<file path="src/rtl/event_pkg.sv">
// Shared definitions for the event-record path: codes, field offsets and the
// stamping helper used by event_stamper.
package event_pkg;

  localparam int unsigned RECORD_WIDTH = 256;

  localparam logic [7:0] CODE_UNDERFLOW   = 8'd1;
  localparam logic [7:0] CODE_JOBCOMPLETE = 8'd2;
  localparam logic [7:0] CODE_EVENT_B     = 8'd3;

  localparam int unsigned CODE_LSB  = 0;
  localparam int unsigned SEQ_LSB   = 32;
  localparam int unsigned TS_LSB    = 64;
  localparam int unsigned MAGIC_LSB = 248;

  localparam logic [7:0] MAGIC = 8'h01;

  typedef enum logic [1:0] {
    SKID_EMPTY = 2'd0,
    SKID_MAIN  = 2'd1,
    SKID_FULL  = 2'd2
  } skid_state_e;

  // Code and magic bytes plus [247:128] pass through; [31:8] is cleared.
  function automatic logic [RECORD_WIDTH-1:0] stamp_record(
    input logic [RECORD_WIDTH-1:0] rec,
    input logic [31:0]             seq,
    input logic [63:0]             ts
  );
    logic [RECORD_WIDTH-1:0] r;
    r                = rec;
    r[31:8]          = 24'd0;
    r[SEQ_LSB +: 32] = seq;
    r[TS_LSB +: 64]  = ts;
    return r;
  endfunction

endpackage

</file>
<file path="src/rtl/event_stamper_if.sv">
// AXI-stream style record channel used on both sides of event_stamper.
interface event_stamper_if #(
  parameter int DATA_WIDTH = 256
) ();
  logic [DATA_WIDTH-1:0] tdata;
  logic                  tvalid;
  logic                  tready;

  modport master (output tdata, output tvalid, input tready);
  modport slave  (input tdata, input tvalid, output tready);
endinterface

</file>
<file path="src/rtl/axis_skid_buffer.sv">
// Two-entry skid buffer: output always presents main; ready is the registered
// "skid empty" so the upstream path never sees a combinational dependency.
module axis_skid_buffer
  import event_pkg::*;
#(
  parameter int DATA_WIDTH = 256
) (
  input  logic                  clk,
  input  logic                  resetn,
  input  logic [DATA_WIDTH-1:0] in_data,
  input  logic                  in_valid,
  output logic                  in_ready,
  output logic [DATA_WIDTH-1:0] out_data,
  output logic                  out_valid,
  input  logic                  out_ready
);

  skid_state_e           state_q, state_d;
  logic [DATA_WIDTH-1:0] main_q, main_d;
  logic [DATA_WIDTH-1:0] skid_q, skid_d;
  logic                  ready_q, ready_d;
  logic                  valid_q, valid_d;
  logic                  in_fire;
  logic                  out_fire;

  assign in_fire  = in_valid & ready_q;
  assign out_fire = valid_q & out_ready;

  // Occupancy FSM; a take from main always promotes skid on the same edge.
  always_comb begin
    state_d = state_q;
    main_d  = main_q;
    skid_d  = skid_q;
    case (state_q)
      SKID_EMPTY: begin
        if (in_fire) begin
          main_d  = in_data;
          state_d = SKID_MAIN;
        end else begin
          state_d = SKID_EMPTY;
        end
      end
      SKID_MAIN: begin
        case ({in_fire, out_fire})
          2'b10: begin
            skid_d  = in_data;
            state_d = SKID_FULL;
          end
          2'b01: state_d = SKID_EMPTY;
          2'b11: begin
            main_d  = in_data;
            state_d = SKID_MAIN;
          end
          default: state_d = SKID_MAIN;
        endcase
      end
      SKID_FULL: begin
        if (out_fire) begin
          main_d = skid_q;
          if (in_fire) begin
            skid_d  = in_data;
            state_d = SKID_FULL;
          end else begin
            state_d = SKID_MAIN;
          end
        end else begin
          state_d = SKID_FULL;
        end
      end
      default: state_d = SKID_EMPTY;
    endcase
    valid_d = (state_d != SKID_EMPTY);
    ready_d = (state_d != SKID_FULL);
  end

  // State and handshake registers with synchronous active-low reset.
  always_ff @(posedge clk) begin
    if (!resetn) begin
      state_q <= SKID_EMPTY;
      main_q  <= {DATA_WIDTH{1'b0}};
      skid_q  <= {DATA_WIDTH{1'b0}};
      ready_q <= 1'b0;
      valid_q <= 1'b0;
    end else begin
      state_q <= state_d;
      main_q  <= main_d;
      skid_q  <= skid_d;
      ready_q <= ready_d;
      valid_q <= valid_d;
    end
  end

  assign in_ready  = ready_q;
  assign out_valid = valid_q;
  assign out_data  = main_q;

endmodule

</file>
<file path="src/rtl/event_stamper.sv">
// Stamps accepted event records with sequence number and cycle timestamp;
// records accepted while disabled are discarded and counted.
module event_stamper
  import event_pkg::*;
#(
  parameter int TS_WIDTH  = 64,
  parameter int SEQ_WIDTH = 32
) (
  input  logic            clk,
  input  logic            resetn,
  input  logic            enable,
  event_stamper_if.slave  axis_in,
  event_stamper_if.master axis_out,
  output logic [31:0]     drop_count
);

  logic [TS_WIDTH-1:0]     ts_q, ts_d;
  logic [SEQ_WIDTH-1:0]    seq_q, seq_d;
  logic [31:0]             drop_q, drop_d;
  logic                    in_ready;
  logic                    accept;
  logic                    push;
  logic [RECORD_WIDTH-1:0] stamped;
  logic [RECORD_WIDTH-1:0] out_data;
  logic                    out_valid;

  assign accept  = axis_in.tvalid & in_ready;
  assign push    = accept & enable;
  assign stamped = stamp_record(axis_in.tdata, 32'(seq_q), 64'(ts_q));

  // Free-running timestamp, forwarded-record sequence and saturating drop count.
  always_comb begin
    ts_d   = ts_q + {{(TS_WIDTH-1){1'b0}}, 1'b1};
    seq_d  = seq_q;
    drop_d = drop_q;
    if (push) begin
      seq_d = seq_q + {{(SEQ_WIDTH-1){1'b0}}, 1'b1};
    end else begin
      seq_d = seq_q;
    end
    if (accept && !enable && (drop_q != 32'hFFFF_FFFF)) begin
      drop_d = drop_q + 32'd1;
    end else begin
      drop_d = drop_q;
    end
  end

  // Counter registers.
  always_ff @(posedge clk) begin
    if (!resetn) begin
      ts_q   <= {TS_WIDTH{1'b0}};
      seq_q  <= {SEQ_WIDTH{1'b0}};
      drop_q <= 32'd0;
    end else begin
      ts_q   <= ts_d;
      seq_q  <= seq_d;
      drop_q <= drop_d;
    end
  end

  axis_skid_buffer #(
    .DATA_WIDTH(RECORD_WIDTH)
  ) u_skid (
    .clk      (clk),
    .resetn   (resetn),
    .in_data  (stamped),
    .in_valid (push),
    .in_ready (in_ready),
    .out_data (out_data),
    .out_valid(out_valid),
    .out_ready(axis_out.tready)
  );

  assign axis_in.tready  = in_ready;
  assign axis_out.tdata  = out_data;
  assign axis_out.tvalid = out_valid;
  assign drop_count      = drop_q;

endmodule

</file>
<file path="src/flat_wrapper.sv">
// flat-port wrapper written by rule: the top's interface ports become plain ports
module event_stamper_flat import event_pkg::*;
#(
  parameter int TS_WIDTH  = 64,
  parameter int SEQ_WIDTH = 32
)
  (clk, resetn, enable, drop_count, axis_in_tdata, axis_in_tvalid, axis_in_tready, axis_out_tdata, axis_out_tvalid, axis_out_tready);
  event_stamper_if #(.DATA_WIDTH(256)) axis_in_i ();
  event_stamper_if #(.DATA_WIDTH(256)) axis_out_i ();
  input  logic clk;
  input  logic resetn;
  input  logic enable;
  output logic [31:0] drop_count;
  input wire logic [$bits(axis_in_i.tdata)-1:0] axis_in_tdata;
  input wire logic [$bits(axis_in_i.tvalid)-1:0] axis_in_tvalid;
  output wire logic [$bits(axis_in_i.tready)-1:0] axis_in_tready;
  output wire logic [$bits(axis_out_i.tdata)-1:0] axis_out_tdata;
  output wire logic [$bits(axis_out_i.tvalid)-1:0] axis_out_tvalid;
  input wire logic [$bits(axis_out_i.tready)-1:0] axis_out_tready;
  assign axis_in_i.tdata = axis_in_tdata;
  assign axis_in_i.tvalid = axis_in_tvalid;
  assign axis_in_tready = axis_in_i.tready;
  assign axis_out_tdata = axis_out_i.tdata;
  assign axis_out_tvalid = axis_out_i.tvalid;
  assign axis_out_i.tready = axis_out_tready;
  event_stamper #(.TS_WIDTH(TS_WIDTH), .SEQ_WIDTH(SEQ_WIDTH)) u_core (.clk(clk), .resetn(resetn), .enable(enable), .axis_in(axis_in_i), .axis_out(axis_out_i), .drop_count(drop_count));
endmodule
</file>
<file path="config.mk">
export PLATFORM = sky130hd
export DESIGN_NAME = event_stamper_flat
export DESIGN_NICKNAME = d
export VERILOG_FILES = /design/src/rtl/event_pkg.sv /design/src/rtl/event_stamper_if.sv /design/src/rtl/axis_skid_buffer.sv /design/src/rtl/event_stamper.sv /design/src/flat_wrapper.sv
export SDC_FILE = /design/constraint.sdc
export NUM_CORES = 1
export LEC_CHECK = 0
export ABC_AREA = 0
export BUFFER_PORTS_ARGS = -buffer_cell sky130_fd_sc_hd__buf_2
export CORE_ASPECT_RATIO = 0.9
export CORE_UTILIZATION = 35
export CTS_BUF_LIST = sky130_fd_sc_hd__clkbuf_4 sky130_fd_sc_hd__clkbuf_8
export DETAILED_ROUTE_END_ITERATION = 6
export GPL_TIMING_DRIVEN = 0
export SLEW_MARGIN = 20
export SYNTH_ARGS = -nofsm -noshare
export SYNTH_HDL_FRONTEND = slang
export SYNTH_SLANG_ARGS = --single-unit
</file>
<file path="constraint.sdc">
create_clock -name clk -period 2.47 [get_ports clk]
set_clock_uncertainty 0.05 [all_clocks]
set_input_delay 0.3705 -clock clk [delete_from_list [all_inputs] [get_ports clk]]
set_output_delay 0.3705 -clock clk [all_outputs]
set_load 0.05 [all_outputs]
</file>
Word level (Yosys, flattened, before mapping) --
Index checks and enable logic that the tools add are counted.
Word-level totals: memory bits (writable) 0, memories kept 0, latch bits 0, word-level logic and storage cells 48, output and inout port bits 290, ROM bits 0, flip-flop bits (word level) 644
Cells by class: equality and inequality tests 12, div/mod/pow operators 0, shift operators 0, reduce and logical (&&, ||, !) cells 9, bitwise logic cells 4, order comparisons 0, mux-type cells 12, $add $sub $neg 3, multipliers 0
Operators with widths (number):
- $mux W256 | 5
- $pmux W256 S3 | 1
- $pmux W256 S2 | 1
- $add A32 B1 Y32 const B | 2
- $add A64 B1 Y64 const B | 1
- $ne A32 B32 Y1 const B | 1
- $ne A2 B2 Y1 const B | 5
- $reduce_and A4 Y1 | 2
- $eq A2 B2 Y1 const B | 3
- $pmux W2 S3 | 1
- $and A1 B1 Y1 | 4
- $eq A2 B1 Y1 const B | 2
- $mux W2 | 2
- $pmux W2 S2 | 1
- $reduce_bool A2 Y1 | 2
- $reduce_bool A3 Y1 | 1
- $logic_and A1 B1 Y1 | 2
- $logic_not A2 Y1 | 1
- $ne A2 B1 Y1 const B | 1
- $logic_not A1 Y1 | 1
- $mux W1 | 1

Longest topological paths before layout --
word-level depth 7, mapped depth 10, mapped depth without buffers 7

Cells and area by module --
Synthesis repeated with hierarchy kept, for this count alone.
Second synthesis, totals: cells, all modules 3291, area, all modules 27299.9 um2
Modules (own cells, without submodules):
- axis_skid_buffer | cells an instance 2557, times used 1, seq. area each 10329.9 um2, area an instance 21109.0 um2
- event_stamper | cells an instance 734, times used 1, seq. area each 2562.5 um2, area an instance 6190.9 um2

Least setup slack after synthesis --
Ideal clock, no wire load.
path kind reg-to-reg, start point register u_core.u_skid.ready_q (netlist: u_core.u_skid.in_ready), end point register u_core.u_skid.main_q[217] (netlist: u_core.u_skid.out_data[217]), arrival time 2572 ps, path slack -243 ps, period minus slack after synthesis 2713 ps, data required time 2329 ps, cell stages (with the launch flop) 10, setup time 91 ps, path through dfxtp_1 and3_1 clkbuf_1 clkinv_1 mux2_2 o21ai_1 clkbuf_1 buf_2 nor2_1 a311oi_1
Between the ends: word-level cells in the longest chain between the ends 6
Ends and longest elaborated chain:
- start, declared | RTL line axis_skid_buffer.sv:21 | logic ready_q, ready_d;
- start signal, assigned | RTL line axis_skid_buffer.sv:88 | ready_q <= ready_d;
- $and A1 B1 Y1 | RTL line event_stamper.sv:27 | assign accept = axis_in.tvalid & in_ready;
- $and A1 B1 Y1 | RTL line event_stamper.sv:28 | assign push = accept & enable;
- $and A1 B1 Y1 (*) | RTL line axis_skid_buffer.sv:26 | assign in_fire = in_valid & ready_q;
- $eq A2 B2 Y1 | RTL line axis_skid_buffer.sv:44 | case ({in_fire, out_fire})
- $ne A2 B1 Y1 (no source line)
- $reduce_and A4 Y1 (no source line) (*)
- end signal, assigned | RTL line axis_skid_buffer.sv:80 | main_q <= {DATA_WIDTH{1'b0}};
- end signal, assigned | RTL line axis_skid_buffer.sv:86 | main_q <= main_d;
- end, declared | RTL line axis_skid_buffer.sv:19 | logic [DATA_WIDTH-1:0] main_q, main_d;
Every way passes the cells marked *; elsewhere a longest branch is shown, timed or not. A chain may end at the register's enable or synchronous reset.

Final worst setup path --
start point register u_core.ts_q[27], end point register u_core.ts_q[47]
Between the ends: word-level cells in the longest chain between the ends 1
Ends and longest elaborated chain:
- start, declared | RTL line event_stamper.sv:17 | logic [TS_WIDTH-1:0] ts_q, ts_d;
- start signal, assigned | RTL line event_stamper.sv:51 | ts_q <= {TS_WIDTH{1'b0}};
- start signal, assigned | RTL line event_stamper.sv:55 | ts_q <= ts_d;
- $add A64 B1 Y64 | RTL line event_stamper.sv:33 | ts_d = ts_q + {{(TS_WIDTH-1){1'b0}}, 1'b1};
No other way between the ends.

==> impl_metrics.env <==
export IMPL_status="finished clean"
export IMPL_slowest_stage="or4_4"
export IMPL_r2r_start="u_core.ts_q[27]"
export IMPL_min_path_cells=4
export IMPL_drtAntennaViolNets=0
export IMPL_cts_sinks=596
export IMPL_min_to="u_core.seq_q[18]"
export IMPL_synth_cells=3077
export IMPL_worstSkewPairLatency_ps=710
export IMPL_synth_top_cell_area_share_pct=49.45
export IMPL_place_congestion=0.8355
export IMPL_power_density_nw_per_um2=708.5
export IMPL_yosys_most_used_dff="dfxtp_1"
export IMPL_post_place_cells=4381
export IMPL_netlist_area_um2=24130
export IMPL_r2r_end="u_core.ts_q[47]"
export IMPL_design_core_area_um2=67560
export IMPL_multi_input_area_um2=11280
export IMPL_hold_ws_ps=114.4
export IMPL_cts_htree_levels=3
export IMPL_worstSetupEndpointType="register"
export IMPL_port_buffers=406
export IMPL_setup_ws_ps=61.83
export IMPL_synth_edf_count=0
export IMPL_vias=23990
export IMPL_slew_headroom_pct=35.56
export IMPL_reg2regPathDepth=7
export IMPL_yosysSeqAreaShare_pct=49.45
export IMPL_rrSetupSlack_ps=60
export IMPL_area_growth_pct=31.07
export IMPL_cp_start_kind="register"
export IMPL_rsz0062_at_grt="true"
export IMPL_async_reset_ff_share_pct=0
export IMPL_via_per_inst=5.074
export IMPL_die_h_um=251.1
export IMPL_synthTopCellsByArea="dfxtp_1 (49%), nand2_1 (15%), a311oi_1 (8.4%), a21oi_1 (5.8%), nor2_1 (4.9%)"
export IMPL_grt_pass1_vias=22680
export IMPL_fin_crit_sh_pct=97.50
export IMPL_yosysMostFrequentCell="nand2_1"
export IMPL_cts_root_buf="clkbuf_8"
export IMPL_avgSynthCellArea_um2=7.841
export IMPL_tns_ps=0
export IMPL_yosys_warnings=0
export IMPL_max_freq_mhz=415.3
export IMPL_grt_antenna_before_repair=4
export IMPL_grt_use_total_pct=22.76
export IMPL_fill_cells=6849
export IMPL_slowest_delay_ps=580
export IMPL_initial_core_util_pct=35.71
export IMPL_grt_pass1_wl_um=126600
export IMPL_worst_pin_slew_ps=966.6
export IMPL_rows=90
export IMPL_drive_gt1_share_pct=21.24
export IMPL_grt_overflow=0
export IMPL_drt_pre_antenna_iters=5
export IMPL_drtIter0Drc=1508
export IMPL_min_period_ps=2408
export IMPL_io_pins=551
export IMPL_cp_arrival_ps=2980
export IMPL_peakVddDrop_mv=0.4054
export IMPL_post_place_ws_ps=-1202
export IMPL_synthTopCellsByCount="nand2_1 (992), dfxtp_1 (596), nor2_1 (315)"
export IMPL_crit_chain="nand4_4 > or4_4 > or3_4 > buf_2 > buf_6 > or3_1 > a21oi_1"
export IMPL_seq_area_um2=12000
export IMPL_cp_required_ps=3040
export IMPL_drc=0
export IMPL_min_from="enable"
export IMPL_ys_types=50
export IMPL_path_clk_slew_ps=60
export IMPL_cap_viol_max_count=0
export IMPL_wl_um=81800
export IMPL_finalSetupViolCount=0
export IMPL_crit_type="reg2reg"
export IMPL_final_nets=4037
export IMPL_wl_per_cell_um=17.30
export IMPL_crit_path_max_fanout=10
export IMPL_numCtsBuffers=105
export IMPL_clk_path_buf_depth=3
export IMPL_yosys_area_top_type="dfxtp_1"
export IMPL_slew_viol_final=0
export IMPL_dp_hpwl_um=55620
export IMPL_cts_tree="done"
export IMPL_p_leak_uw=0.01205
export IMPL_hold_viol=0
export IMPL_final_cells=4728
export IMPL_die_w_um=278.8
export IMPL_grt_max_degree=15
export IMPL_die_area_um2=69990
export IMPL_hold_path_class="in2reg"
export IMPL_ys_seq_elements=596
==> worst max-delay path: cells and delay by family (launching register included) <==
family | cells | cell delay, ps
DFF | 1 | 360
AOI/OAI and AO/OA | 1 | 140
buffers and inverters | 2 | 320
and+or+nand+nor | 4 | 1460
==> routing by layer <==
layer / part of all wire [%] / global-route usage (%) / wire (µm)
met5: 0.016 / 0 / 13
met4: 2.7 / 7.724 / 2176
met3: 6.7 / 5.604 / 5463
met1: 45 / 29.93 / 36630
met2: 46 / 36.34 / 37520
==> timing repair <==
item	CTS	global route
setup endpoints to repair	516	452
gates resized for setup	114	69
cloned	0	1
hold buffers	137	0
pin swaps	6	14
setup buffers	14	11
endpoints found under the hold margin	274	0
==> report_power, final <==
part | switching, µW | internal [µW]
combinational | 1880 | 733
sequential | 158 | 9880
clock | 4200 | 5550
total | 6240 | 16200
==> registers in the layout, summed over array words and instances (netlist names) <==
name and cells:
u_core.u_skid.out_data 232, u_core.u_skid.skid_q 232, u_core.ts_q 64, u_core.drop_count 32
u_core.seq_q 32, u_core.u_skid.state_q 2, u_core.u_skid.in_ready 1, u_core.u_skid.out_valid 1
==> worst max path at each step <==
stage,end,start
after floorplan,u_core.drop_count[7],u_core.drop_count[16]
after global placement,u_core.u_skid.skid_q[151],axis_in_tvalid
after detailed placement,u_core.u_skid.out_data[35],axis_in_tvalid
after CTS,u_core.u_skid.skid_q[133],u_core.u_skid.out_valid
after global routing,u_core.ts_q[49],u_core.ts_q[21]
final,u_core.ts_q[47],u_core.ts_q[27]
==> layout by cell type (no fill, tap or decap), drive strengths merged, types with 20 or more instances in the layout <==
| master | Yosys | layout |
|---|---|---|
| nand2 | 992 | 992 |
| dfxtp | 596 | 596 |
| buf | 75 | 504 |
| clkbuf | 193 | 356 |
| nor2 | 315 | 315 |
| a21oi | 279 | 279 |
| a311oi | 232 | 232 |
| dlygate4sd3 | 0 | 137 |
| nand4 | 48 | 48 |
| nand3 | 44 | 44 |
| xor2 | 38 | 38 |
| o21ai | 38 | 38 |
| or3 | 34 | 34 |
| conb | 1 | 24 |
| xnor2 | 21 | 21 |
| and3 | 20 | 20 |
==> cell families (layout without fill, tap and decap cells) <==
group                    after synthesis  count (layout)  share of synthesized area (%)
AO/OA/AOI/OAI                        592             592                          16.40
XOR/XNOR                              59              59                          2.142
adder cells (fa/ha/maj)                6               6                         0.3111
buffers and inverters                282            1033                          5.015
flip-flops                           596             596                          49.45
multiplexers                           6               6                         0.2541
other                                  1              27                        0.01554
AND/OR/NAND/NOR                     1535            1535                          26.41
==> layout make-up <==
cell class                      instances  area share (%)
Multi-Input combinational cell       2222           35.68
Inverter                               14          0.1701
Antenna cell                            3         0.02374
Buffer                                261           4.146
Timing Repair Buffer                  570           11.39
Tap cell                              874           3.458
Clock inverter                         22          0.5776
Sequential cell                       596           37.95
Clock buffer                          166           6.591
==> per-stage QoR <==
stage / power, µW / util (%) / instance area (µm²)
2_1_floorplan: 11890 / - / 24230
3_3_place_gp: 12660 / 40.49 / 27360
3_5_place_dp: 12670 / 40.53 / 27380
4_1_cts: 22660 / 46.44 / 31380
5_1_grt: 23340 / 46.80 / 31620
6_report: 22400 / 46.81 / 31620
Power figures use the tool's default switching activity.
